===== src/rtl/stream_min_max_pkg.sv =====
// stream_min_max_pkg
//   Shared definitions for the stream_min_max statistics stage:
//   - frame state encoding (EMPTY / ACCUM / HOLD)
//   - saturating increment helper used by the sample and zero counters
package stream_min_max_pkg;

  localparam logic [1:0] EMPTY = 2'd0;  // no sample of the current frame seen yet
  localparam logic [1:0] ACCUM = 2'd1;  // frame in progress
  localparam logic [1:0] HOLD  = 2'd2;  // frame result presented downstream

  // Saturating increment on a 32-bit carrier; callers zero-extend their
  // counter and truncate the result back. limit is the all-ones value of
  // the caller's counter width, so counters up to 32 bits are supported.
  function automatic logic [31:0] sat_inc(input logic [31:0] value,
                                          input logic [31:0] limit);
    logic [31:0] result;
    if (value == limit) begin
      result = value;
    end else begin
      result = value + 32'd1;
    end
    return result;
  endfunction

  // True when an increment of value would be clipped at limit.
  function automatic logic at_limit(input logic [31:0] value,
                                    input logic [31:0] limit);
    return (value == limit);
  endfunction

endpackage


===== src/rtl/cmp_zelg.sv =====
// CmpZelg
//   Unsigned magnitude comparator producing zero / less / greater flags.
//   Ports:
//     iv_x, iv_y  in   p_WIDTH  operands
//     o_less      out  1        x < y
//     o_greater   out  1        x > y
//     o_zero      out  1        operands are zero; only meaningful when x == y
module CmpZelg #(
  parameter int p_WIDTH = 8
) (
  input  logic [p_WIDTH-1:0] iv_x,
  input  logic [p_WIDTH-1:0] iv_y,
  output logic               o_less,
  output logic               o_greater,
  output logic               o_zero
);

  // Purely combinational compare; o_zero looks at the common bits only,
  // so it reports "both zero" correctly only when the operands match.
  always_comb begin
    o_less    = (iv_x < iv_y);
    o_greater = (iv_x > iv_y);
    o_zero    = ~|(iv_x & iv_y);
  end

endmodule


===== src/rtl/stream_min_max.sv =====
// stream_min_max
//   Framed streaming statistics: running min, max, sample count and
//   zero-sample count. On the last sample of a frame the result is held on
//   a valid/ready output until accepted.
//   Ports:
//     i_clk, i_reset        clock, synchronous active-high reset
//     iv_data/i_valid/i_last/o_ready   sample input handshake
//     ov_min/ov_max         frame minimum / maximum
//     ov_count              samples in frame (saturating)
//     ov_zero_count         zero-valued samples (saturating)
//     o_overflow            a counter saturated during this frame
//     o_valid/i_ready       result output handshake
module stream_min_max
  import stream_min_max_pkg::*;
#(
  parameter int p_WIDTH     = 8,
  parameter int p_CNT_WIDTH = 16
) (
  input  logic                   i_clk,
  input  logic                   i_reset,
  input  logic [p_WIDTH-1:0]     iv_data,
  input  logic                   i_valid,
  input  logic                   i_last,
  output logic                   o_ready,
  output logic [p_WIDTH-1:0]     ov_min,
  output logic [p_WIDTH-1:0]     ov_max,
  output logic [p_CNT_WIDTH-1:0] ov_count,
  output logic [p_CNT_WIDTH-1:0] ov_zero_count,
  output logic                   o_overflow,
  output logic                   o_valid,
  input  logic                   i_ready
);

  localparam logic [31:0] CNT_MAX = 32'((64'd1 << p_CNT_WIDTH) - 64'd1);

  logic [1:0]             state;
  logic                   min_less;
  logic                   max_greater;
  logic                   is_zero;
  logic [p_CNT_WIDTH-1:0] count_inc;
  logic [p_CNT_WIDTH-1:0] zero_inc;
  logic                   count_sat;
  logic                   zero_sat;

  // Flags from the comparators that this stage has no use for.
  logic min_greater_unused;
  logic min_zero_unused;
  logic max_less_unused;
  logic max_zero_unused;

  CmpZelg #(.p_WIDTH(p_WIDTH)) u_cmp_min (
    .iv_x      (iv_data),
    .iv_y      (ov_min),
    .o_less    (min_less),
    .o_greater (min_greater_unused),
    .o_zero    (min_zero_unused)
  );

  CmpZelg #(.p_WIDTH(p_WIDTH)) u_cmp_max (
    .iv_x      (iv_data),
    .iv_y      (ov_max),
    .o_less    (max_less_unused),
    .o_greater (max_greater),
    .o_zero    (max_zero_unused)
  );

  // Zero detect and saturating counter next values.
  always_comb begin
    is_zero   = ~|iv_data;
    count_inc = p_CNT_WIDTH'(sat_inc(32'(ov_count), CNT_MAX));
    zero_inc  = p_CNT_WIDTH'(sat_inc(32'(ov_zero_count), CNT_MAX));
    count_sat = at_limit(32'(ov_count), CNT_MAX);
    zero_sat  = at_limit(32'(ov_zero_count), CNT_MAX);
  end

  // Frame state machine and statistics registers. o_ready / o_valid are
  // registered alongside the state so they decode it without glue logic.
  always_ff @(posedge i_clk) begin
    if (i_reset) begin
      state         <= EMPTY;
      o_ready       <= 1'b1;
      o_valid       <= 1'b0;
      ov_min        <= '0;
      ov_max        <= '0;
      ov_count      <= '0;
      ov_zero_count <= '0;
      o_overflow    <= 1'b0;
    end else begin
      case (state)
        EMPTY: begin
          // o_ready is 1 here, so i_valid alone is a transfer.
          if (i_valid) begin
            ov_min        <= iv_data;
            ov_max        <= iv_data;
            ov_count      <= p_CNT_WIDTH'(1);
            ov_zero_count <= {{(p_CNT_WIDTH-1){1'b0}}, is_zero};
            state         <= i_last ? HOLD : ACCUM;
            o_valid       <= i_last;
            o_ready       <= ~i_last;
          end
        end
        ACCUM: begin
          if (i_valid) begin
            if (min_less) begin
              ov_min <= iv_data;
            end
            if (max_greater) begin
              ov_max <= iv_data;
            end
            ov_count <= count_inc;
            if (is_zero) begin
              ov_zero_count <= zero_inc;
            end
            // Sticky until the result is handed off.
            o_overflow <= o_overflow | count_sat | (is_zero & zero_sat);
            state      <= i_last ? HOLD : ACCUM;
            o_valid    <= i_last;
            o_ready    <= ~i_last;
          end
        end
        HOLD: begin
          // No bypass: a new sample is only taken once back in EMPTY.
          if (i_ready) begin
            state         <= EMPTY;
            o_valid       <= 1'b0;
            o_ready       <= 1'b1;
            ov_min        <= '0;
            ov_max        <= '0;
            ov_count      <= '0;
            ov_zero_count <= '0;
            o_overflow    <= 1'b0;
          end
        end
        default: begin
          state         <= EMPTY;
          o_valid       <= 1'b0;
          o_ready       <= 1'b1;
          ov_min        <= '0;
          ov_max        <= '0;
          ov_count      <= '0;
          ov_zero_count <= '0;
          o_overflow    <= 1'b0;
        end
      endcase
    end
  end

endmodule


===== config.mk =====
export PLATFORM = sky130hd
export DESIGN_NAME = stream_min_max
export DESIGN_NICKNAME = d
export VERILOG_FILES = /design/src/rtl/stream_min_max_pkg.sv /design/src/rtl/cmp_zelg.sv /design/src/rtl/stream_min_max.sv
export SDC_FILE = /design/constraint.sdc
export NUM_CORES = 1
export LEC_CHECK = 0
export CAP_MARGIN = 30
export CORE_MARGIN = 4
export CORE_UTILIZATION = 50
export CTS_BUF_LIST = sky130_fd_sc_hd__clkbuf_8
export CTS_CLUSTER_DIAMETER = 60
export DETAILED_ROUTE_END_ITERATION = 7
export DONT_BUFFER_PORTS = 1
export GPL_ROUTABILITY_DRIVEN = 0
export GPL_TIMING_DRIVEN = 0
export PLACE_DENSITY_LB_ADDON = 0.15
export SLEW_MARGIN = 15
export SYNTH_ARGS = -nofsm -noshare
export SYNTH_HDL_FRONTEND = slang
export SYNTH_SLANG_ARGS = --single-unit
export TNS_END_PERCENT = 50

===== constraint.sdc =====
create_clock -name i_clk -period 2.95 [get_ports i_clk]
set_input_delay 0.7375 -clock i_clk [delete_from_list [all_inputs] [get_ports i_clk]]
set_output_delay 0.7375 -clock i_clk [all_outputs]
set_load 0.02 [all_outputs]

==> metrics.txt, run 1 <==
TritonCTS clock tree=done; row count=28; WL/cell=around 17 microns; WHS=0.509 ns; peak supply drop=0.216 mV; required time worst endpoint=3.15 ns; hold path start=i_last; synthesized flop and latch total=52; CTS clk-pin slew, worst paths=about 0.10 ns; Final Cycle Share=81.5%; grt met2 use=36.7%; share of cells above drive strength 1=7.61%; reg2reg end=ov_min[2]$_SDFFE_PP0P_; ordered list of cells on the worst path=inv_1 > ha_1 > nand2_1 > nor3_1 > clkbuf_1 > a211oi_1 > nand3b_1; Port-buffer cells=0; die width=86.4 microns; post-DP HPWL=5.89 mm; drt drc=0; grt met3 use=6.46%; grt met1 use=25.8%; share of flip-flops with an asynchronous set or reset=0%; max cap viols=0; First-pass DRT Iterations=5; CTS resizes=0; Max stage delay on crit path=0.62 ns; fin nets=410; Syn Area/Cell=8.23 sq um; Final min period=2.40 ns; die area=around 7500 sq um; clock sink total=52; Synth Cell Area=3070 sq um; syn_nets=403; synthesized instance count=roughly 370; Hold Path Class=primary input to flop; final wirelength=7.80 mm; CORE AREA=5960 sq um; Max Clock Freq=between 400 and 500 MHz; antenna cell count=0; FF-to-FF setup slack=0.55 ns; vias=2,800; clock latency on the worst-skew pair=0.31 ns; Area Growth Syn to Fin=6.68%; Setup Total Neg Slack=0 ns; Power Density=around 470 nW/um^2; Synth Flop Type=dfxtp_1; Critical Path End Type=flop; Initial DRC Count=154; Starting Density=between 50% and 60%; most used routing layer=met2; post-DR vias/cell=slightly above 6; Leak=1.13 nW; CTS H-Tree Depth=2; postcts setup bufs=0; antenna viol nets, final=0; Seq/Total Area, Yosys=about 34%; hold path endpoint=state[0]$_SDFFE_PP0P_; Final Hold Viols=0; clk_skew=between 0.005 and 0.006 ns; vias in the first global route=2,674; Relative slew margins=51.0%; # fillers=588; GRT Util Overall=21.3%; # hold bufs at CTS=0; Slew Viols, Final=0; R2R cell count=7; Die H=between 80 and 90 microns; Max Root-Sink Buffers=2; num ports=64; Worst-Margin Slew=0.730 ns; Clock Tree Root=clkbuf_8; total grt overflow=0; CP Class=flop to flop; initial antenna violation count=0; RSZ-0062 raised after global routing=no; outcome=finished, final reports clean; # setup viols final=0; first-pass GRT wire length=12.8 mm; worst r2r src=ov_min[7]$_SDFFE_PP0P_; Critical Path Fanout Max=10; Post-synth EDFFs=0; largest net degree at the start of global routing=17; Crit path arrival time=2.61 ns; Num CTS Buffers=5; CP max stage cell=nor3_1; Ys Warns=0; post-synth cell types=50; Hold Crit Depth=1; CP Launch Type=flop
-- where the power goes --
part           total [mW]  switching, mW  internal [mW]
Sequential          0.788         0.0576          0.731
Clock               0.492          0.241          0.251
Combinational       0.251          0.162         0.0892
-- Yosys cell counts, types with 9 or more instances --
cell type  number  area, sq um
nand2_1        40          150
inv_1          18         67.6
nor2_1         29          109
or4_1           9         67.6
a211o_1         9         78.8
clkbuf_1        9         33.8
a21oi_1        17         85.1
o211ai_1       10         75.1
xor2_1          9         78.8
o21ai_1         9         45.0
dfxtp_1        52         1040
nor3_1         11         55.1
ha_1           17          213
nand3_1        30          150
-- how the worst max path moves through the flow --
stage	start	to	slack, ns
2_1_floorplan	iv_data[3]	ov_zero_count[15]$_SDFFE_PP0P_	0.57
3_3_place_gp	i_reset	ov_zero_count[11]$_SDFFE_PP0P_	0.35
3_5_place_dp	i_reset	ov_zero_count[10]$_SDFFE_PP0P_	0.33
4_1_cts	ov_min[7]$_SDFFE_PP0P_	ov_min[2]$_SDFFE_PP0P_	0.58
5_1_grt	ov_zero_count[2]$_SDFFE_PP0P_	ov_zero_count[15]$_SDFFE_PP0P_	0.39
6_report	ov_min[7]$_SDFFE_PP0P_	ov_min[2]$_SDFFE_PP0P_	0.55
-- critical path: cells and delay by family, from the launching register on --
family,cells,cell delay [ns]
fa+ha+maj,1,0.30
flops,1,0.46
buf+inv,2,0.54
simple gates,3,0.87
compound gates,1,0.13
-- cells in the final DEF (no fill, tap or decap), types with 10 or more instances in the layout --
| cell type | synthesis | layout |
|---|---|---|
| dfxtp_1 | 52 | 52 |
| nand2_1 | 40 | 40 |
| nand3_1 | 30 | 30 |
| nor2_1 | 29 | 29 |
| inv_1 | 18 | 18 |
| a21oi_1 | 17 | 17 |
| ha_1 | 17 | 17 |
| nor3_1 | 11 | 11 |
| o211ai_1 | 10 | 10 |
-- kinds of logic (layout without fill, tap and decap cells) --
logic type / after synthesis / count (layout) / synth area share (%)
xor gates and xnor gates: 14 / 14 / 3.99
DFF: 52 / 52 / 33.9
buffers and inverters: 37 / 45 / 5.50
muxes: 9 / 9 / 2.97
adders and majority gates: 17 / 17 / 6.93
AOI/OAI and AO/OA: 77 / 77 / 17.1
and+or+nand+nor: 167 / 167 / 29.6
-- area by class of cell --
class | count | area [sq um] | area share [%]
Sequential cell | 52 | 1040 | 31.8
Buffer | 18 | 97.6 | 2.98
Tap cell | 75 | 93.8 | 2.86
Inverter | 19 | 71.3 | 2.18
Clock buffer | 5 | 68.8 | 2.10
Clock inverter | 3 | 42.5 | 1.30
Multi-Input combinational cell | 284 | 1860 | 56.8
-- state kept, by name, summed over array words and instances (netlist names) --
register / cells
o_overflow: 1
ov_zero_count: 16
o_ready: 1
ov_min: 8
state: 1
o_valid: 1
ov_max: 8
ov_count: 16
-- layer usage --
layer / share of wire, % / vias to the layer above
li1: - / 1388
met1: 42 / 1322
met2: 49 / 83
met3: 7.9 / 7
met4: 0.95 / 0
met5: 0 / -
-- stage by stage --
stage / power (mW) / instances / setup WS [ns] / cell area [sq um] / utilization [%]
floorplan: 0.989 / 373 / 0.566 / 3070 / -
global placement: 1.05 / 448 / 0.350 / 3160 / 53.1
detailed placement: 1.06 / 448 / 0.332 / 3160 / 53.1
CTS: 1.55 / 456 / 0.579 / 3280 / 55.0
global route: 1.62 / 456 / 0.393 / 3280 / 55.0
finish: 1.53 / 456 / 0.545 / 3280 / 55.0
Power figures use the tool's default switching activity.
==> run 2, diff against run 1 <==
- ABC_AREA: default -> 1
- clock period: 2.95 -> 2.3 ns (I/O delays scaled with it)
==> run 2 against run 1 <==
Effect of this change: clock-buffer cell count did not move; core utilization rose by 0.63 points; highest routed layer unchanged; non-clock buffer count fell by 3; hold slack got worse by 0.19 ns; wire length rose by 16%; critical endpoint is now ov_count[14]$_SDFFE_PP0P_; register-to-register slack got worse by 0.36 ns.
==> metrics.txt, run 2 <==
top cells by area, synth=dfxtp_1 (31%), nand2_1 (18%), nor2_1 (11%), inv_1 (8.5%), ha_1 (6.2%); ordered list of cells on the worst path=ha_1 > nand3_2 > nor2_2 > nand4_1 > nand2_1 > nand2_2 > buf_6 > nand2_1 > a21oi_1; WL/cell=13.9 microns; Worst path most repeated cell=nand2_1; Setup Total Neg Slack=0 ns; most frequent cell after synthesis=nand2_1; Port-buffer cells=0; post-synth top area share=a little under a third; Final Cycle Share=around nine tenths; Synth Flop Type=dfxtp_1; commonest non-fill, non-tap cell in the layout=nand2_1; final worst slack=0.187 ns; clock latency on the worst-skew pair=0.31 ns; post-DR vias/cell=5.28; Multi-input gate area=1970 sq um; Max Root-Sink Buffers=2; vias=between 3k and 4k; max cap viols=0; # setup viols final=0; CP bufs+invs=1; postcts setup bufs=0; CTS H-Tree Depth=2; crit-path leading delay family=simple AND/OR/NAND/NOR gates; # hold bufs at CTS=0; Max stage delay on crit path=approximately 0.55 ns; Final Hold Viols=0; vias in the first global route=3,278; Clock Tree Root=clkbuf_8; Max Clock Freq=473 MHz; R2R cell count=9; Final min period=2.11 ns; switching power=about 0.71 mW; die area=a little over 8000 sq um; synthesized instance count=563; fin nets=600; dpl ws=0.124 ns; Post-Synth XOR/XNOR Area=1.54%; antenna viol nets, final=0; Initial DRC Count=145; Critical Path Fanout Max=10; Simple-Gate Fraction of Synth Area=40.5%; share of flip-flops with an asynchronous set or reset=0%; First-pass DRT Iterations=4; GRT Util Overall=22.7%; Starting Density=between 50% and 60%; drt drc=0; Hold Path Class=primary input to flop; clock sink total=52; post-layout util=55.6%; top flop regs=ov_count (16), ov_zero_count (16); CORE AREA=6490 sq um; clock power share=between 20% and 30%; Crit. path cell count=9; most frequent cells in the layout=nand2_1 (164), nor2_1 (102), inv_1 (78); first-pass GRT wire length=15.5 mm; Power Density=~600 nW/um^2; Ys Warns=0; Reg area=around 1000 sq um; TritonCTS clock tree=done; CP Class=flop to flop; Hold Crit Depth=1; RSZ-0062 raised after global routing=no; peak supply drop=roughly 0.35 mV; synthesized flop and latch total=52; clk_skew=0.00771 ns; syn_nets=593; Post-synth top cells=nand2_1 (164), nor2_1 (102), inv_1 (77); Num CTS Buffers=5; post-synthesis mux area share=0%; # fillers=665; Die H=90.6 microns; Int Power=1.42 mW; CTS resizes=0; Leak=1.62 nW; Final Cell Area=3610 sq um; post-synth cell types=30; most area-hungry cell type in the Yosys netlist=dfxtp_1; Post-synth EDFFs=0; combinational group share of total power=20.7%; share of cells above drive strength 1=between 6 and 7%; Seq/Total Area, Yosys=30.5%; initial antenna violation count=0; register share of total power=49.4%; Synth Area in Compound Gates=9.54%; required time worst endpoint=2.48 ns; largest family of logic cells by synthesized area=simple AND/OR/NAND/NOR gates; Synth Cell Area=3410 sq um; CP max stage cell=dfxtp_1; Area Growth Syn to Fin=6.02%; Slew Viols, Final=0; CP Launch Type=flop; num ports=64; antenna cell count=0; Post-Place Cell Area=3500 sq um; post-DP HPWL=6.81 mm; row count=29; Tot Pwr=2.13 mW; Relative slew margins=57.6%; die width=between 90 and 100 microns; Critical Path End Type=flop; CTS clk-pin slew, worst paths=0.10 ns; FF-to-FF setup slack=0.19 ns; Worst-Margin Slew=0.636 ns; Switching Share=33.5%; largest net degree at the start of global routing=16; Syn Area/Cell=6.05 sq um; Synth Area in Adders=6.24%; total grt overflow=0; final wirelength=9.03 mm; outcome=finished, final reports clean; Crit path arrival time=between 2 and 2.5 ns
[run 2: layout make-up]
type	instances	share of cell area, %
Buffer	15	2.46
Clock buffer	5	1.90
Clock inverter	3	1.07
Inverter	81	8.48
Multi-Input combinational cell	415	54.6
Sequential cell	52	28.8
Tap cell	77	2.67
[run 2: path summary, 6_finish.rpt]
kind                                         to                startpoint
setup / recovery      ov_count[14]$_SDFFE_PP0P_  ov_count[1]$_SDFFE_PP0P_
hold reg to reg          ov_min[4]$_SDFFE_PP0P_    ov_min[4]$_SDFFE_PP0P_
hold / removal    ov_zero_count[1]$_SDFFE_PP0P_                   i_reset
setup reg to reg      ov_count[14]$_SDFFE_PP0P_  ov_count[1]$_SDFFE_PP0P_
[run 2: per-stage QoR]
| stage | hold WS, ns | cells |
|---|---|---|
| after floorplan | 0.544 | 563 |
| final | 0.316 | 648 |
| after CTS | 0.314 | 648 |
| after global routing | 0.320 | 648 |
| after detailed placement | 0.584 | 640 |
| after global placement | 0.562 | 640 |
[run 2: metal layers]
metal  wire (microns)  global-route usage [%]  vias to the layer above
li1                 -                       -                     1775
met1             4080                    29.4                     1539
met2             4110                    36.7                       96
met3              722                    6.33                       11
met4              111                    6.38                        0
met5                0                       0                        -
[run 2: kinds of logic (layout without fill, tap and decap cells)]
| kind of cell | after synthesis | in the layout |
|---|---|---|
| and+or+nand+nor | 330 | 330 |
| AOI/OAI and AO/OA | 62 | 62 |
| buffers and inverters | 96 | 104 |
| DFF | 52 | 52 |
| adders and majority gates | 17 | 17 |
| xor gates and xnor gates | 6 | 6 |
[run 2: power by group through the flow]
| stage | logic (mW) | registers, mW | clock network (mW) |
|---|---|---|---|
| 4_1_cts | 0.441 | 1.05 | 0.644 |
| 2_1_floorplan | 0.336 | 1.06 | 0 |
| 3_3_place_gp | 0.424 | 1.07 | 0 |
| 5_1_grt | 0.510 | 1.06 | 0.678 |
| 6_report | 0.442 | 1.05 | 0.638 |
| 3_5_place_dp | 0.437 | 1.07 | 0 |
==> run 3, diff against run 2 <==
- CTS_BUF_LIST: sky130_fd_sc_hd__clkbuf_8 -> sky130_fd_sc_hd__clkbuf_4 sky130_fd_sc_hd__clkbuf_8
- SKIP_CTS_REPAIR_TIMING: default -> 1
==> run 3 against run 2 <==
Effect of this change: maximum frequency is 0.13% higher; cell count did not move; total power increased by 0.68%; clock skew decreased by 0.0015 ns; hold slack improved by 0.00084 ns; worst setup slack improved by 0.0027 ns; cell area up 0.10%; die area did not move; first-iteration DRC count grew 21%; wire length rose by 0.45%; clock-buffer cell count rose by 1; largest power group unchanged.
==> metrics.txt, run 3 (synthesis gave the netlist of run 2 again) <==
outcome=finished, final reports clean; row count=29; Starting Density=52.5%; top flop regs=ov_count (16), ov_zero_count (16); Max Clock Freq=474 MHz; hold path endpoint=ov_zero_count[1]$_SDFFE_PP0P_; post-DR vias/cell=5.31; die width=90.6 microns; final worst slack=0.190 ns; worst r2r src=ov_count[1]$_SDFFE_PP0P_; Leak=around 1.6 nW; dpl ws=0.124 ns; Int Power=1.43 mW; CORE AREA=about 6500 sq um; Hold Crit Depth=1; # setup viols final=0; RSZ-0062 raised after global routing=no; share of cells above drive strength 1=6.48%; post-route insts no fill=648; first-pass GRT wire length=15.5 mm; Final min period=around 2.1 ns; required time worst endpoint=about 2.5 ns; hold path start=i_reset; largest net degree at the start of global routing=16; R2R cell count=9; TritonCTS clock tree=done; Final Hold Viols=0; Hold Path Class=primary input to flop; clock latency on the worst-skew pair=approximately 0.31 ns; peak supply drop=0.345 mV; most frequent cells in the layout=nand2_1 (164), nor2_1 (102), inv_1 (77); Worst-Margin Slew=between 0.6 and 0.7 ns; Final Cell Area=3620 sq um; FF-to-FF setup slack=0.19 ns; Crit path arrival time=2.28 ns; fin nets=600; Switching Share=33.2%; commonest non-fill, non-tap cell in the layout=nand2_1; initial antenna violation count=0; Power Density=593 nW/um^2; antenna cell count=0; antenna viol nets, final=0; switching power=0.712 mW; clock power share=30.3%; clk_skew=between 0.006 and 0.007 ns; reg2reg end=ov_count[3]$_SDFFE_PP0P_; Initial DRC Count=around 180; max cap viols=0; combinational group share of total power=20.7%; CTS clk-pin slew, worst paths=0.10 ns; Setup Total Neg Slack=0 ns; First-pass DRT Iterations=5; CP Class=flop to flop; post-layout util=~56%; GRT Util Overall=between 20% and 30%; Final Cycle Share=91.7%; clock sink total=52; Max Root-Sink Buffers=2; Placed Cells incl. Taps=640; WL/cell=14.0 microns; Slew Viols, Final=0; post-DP HPWL=6.81 mm; Critical Path End Type=flop; Num CTS Buffers=5; Post-Place Cell Area=3500 sq um; total grt overflow=0; register share of total power=about half; vias in the first global route=3,279; # fillers=666; Clock Tree Root=clkbuf_8; final wirelength=9.07 mm; CP Launch Type=flop; Critical Path Fanout Max=10; drt drc=0; CTS H-Tree Depth=2; die area=8200 sq um; Relative slew margins=58.6%; num ports=64; Port-buffer cells=0; Die H=90.6 microns; Area Growth Syn to Fin=6.13%; vias=3,439
## run 3: final cells by class
cell class              instances  area (sq um)  area share, %
inverters                      81           307           8.47
well taps                      77          96.3           2.66
plain buffers                  15          88.8           2.46
clock buffers                   6          76.3           2.11
clock inverters                 2          35.0          0.969
multi-input cells             415          1970           54.5
flip-flops and latches         52          1040           28.8
## run 3: critical path, cell delays in order, from the launching register on
cell	delay [ns]
dfxtp_1	0.55
ha_1	0.32
nand3_2	0.18
nor2_2	0.23
nand4_1	0.16
nand2_1	0.12
nand2_2	0.13
buf_6	0.18
nand2_1	0.06
a21oi_1	0.06
## run 3: worst max-delay path by stage
stage / end / start / cells after the start / slack (ns)
floorplan: ov_count[10]$_SDFFE_PP0P_ / ov_count[0]$_SDFFE_PP0P_ / 9 / 0.52
global placement: ov_count[14]$_SDFFE_PP0P_ / ov_count[0]$_SDFFE_PP0P_ / 9 / 0.14
detailed placement: ov_count[3]$_SDFFE_PP0P_ / ov_count[0]$_SDFFE_PP0P_ / 9 / 0.12
CTS: ov_count[3]$_SDFFE_PP0P_ / ov_count[0]$_SDFFE_PP0P_ / 9 / 0.10
global route: ov_max[5]$_SDFFE_PP0P_ / ov_max[6]$_SDFFE_PP0P_ / 10 / 0.03
finish: ov_count[3]$_SDFFE_PP0P_ / ov_count[1]$_SDFFE_PP0P_ / 9 / 0.19
## run 3: through the flow
step	power [mW]	hold WS, ns
floorplan	1.39	0.544
global placement	1.50	0.562
detailed placement	1.51	0.584
CTS	2.15	0.314
global route	2.26	0.320
finish	2.15	0.317
## run 3: power groups by stage
stage / registers, mW / logic (mW) / clock network [mW]
global route: 1.06 / 0.510 / 0.694
floorplan: 1.06 / 0.336 / 0
detailed placement: 1.07 / 0.437 / 0
CTS: 1.05 / 0.441 / 0.660
global placement: 1.07 / 0.424 / 0
finish: 1.05 / 0.443 / 0.650
## run 3: layer usage
layer,share of wire (%),track usage (%),vias to the layer above
met5,0,0,-
met4,1.3,6.38,0
met3,8.1,6.33,13
met2,45,36.8,108
met1,46,29.4,1543
li1,-,-,1775
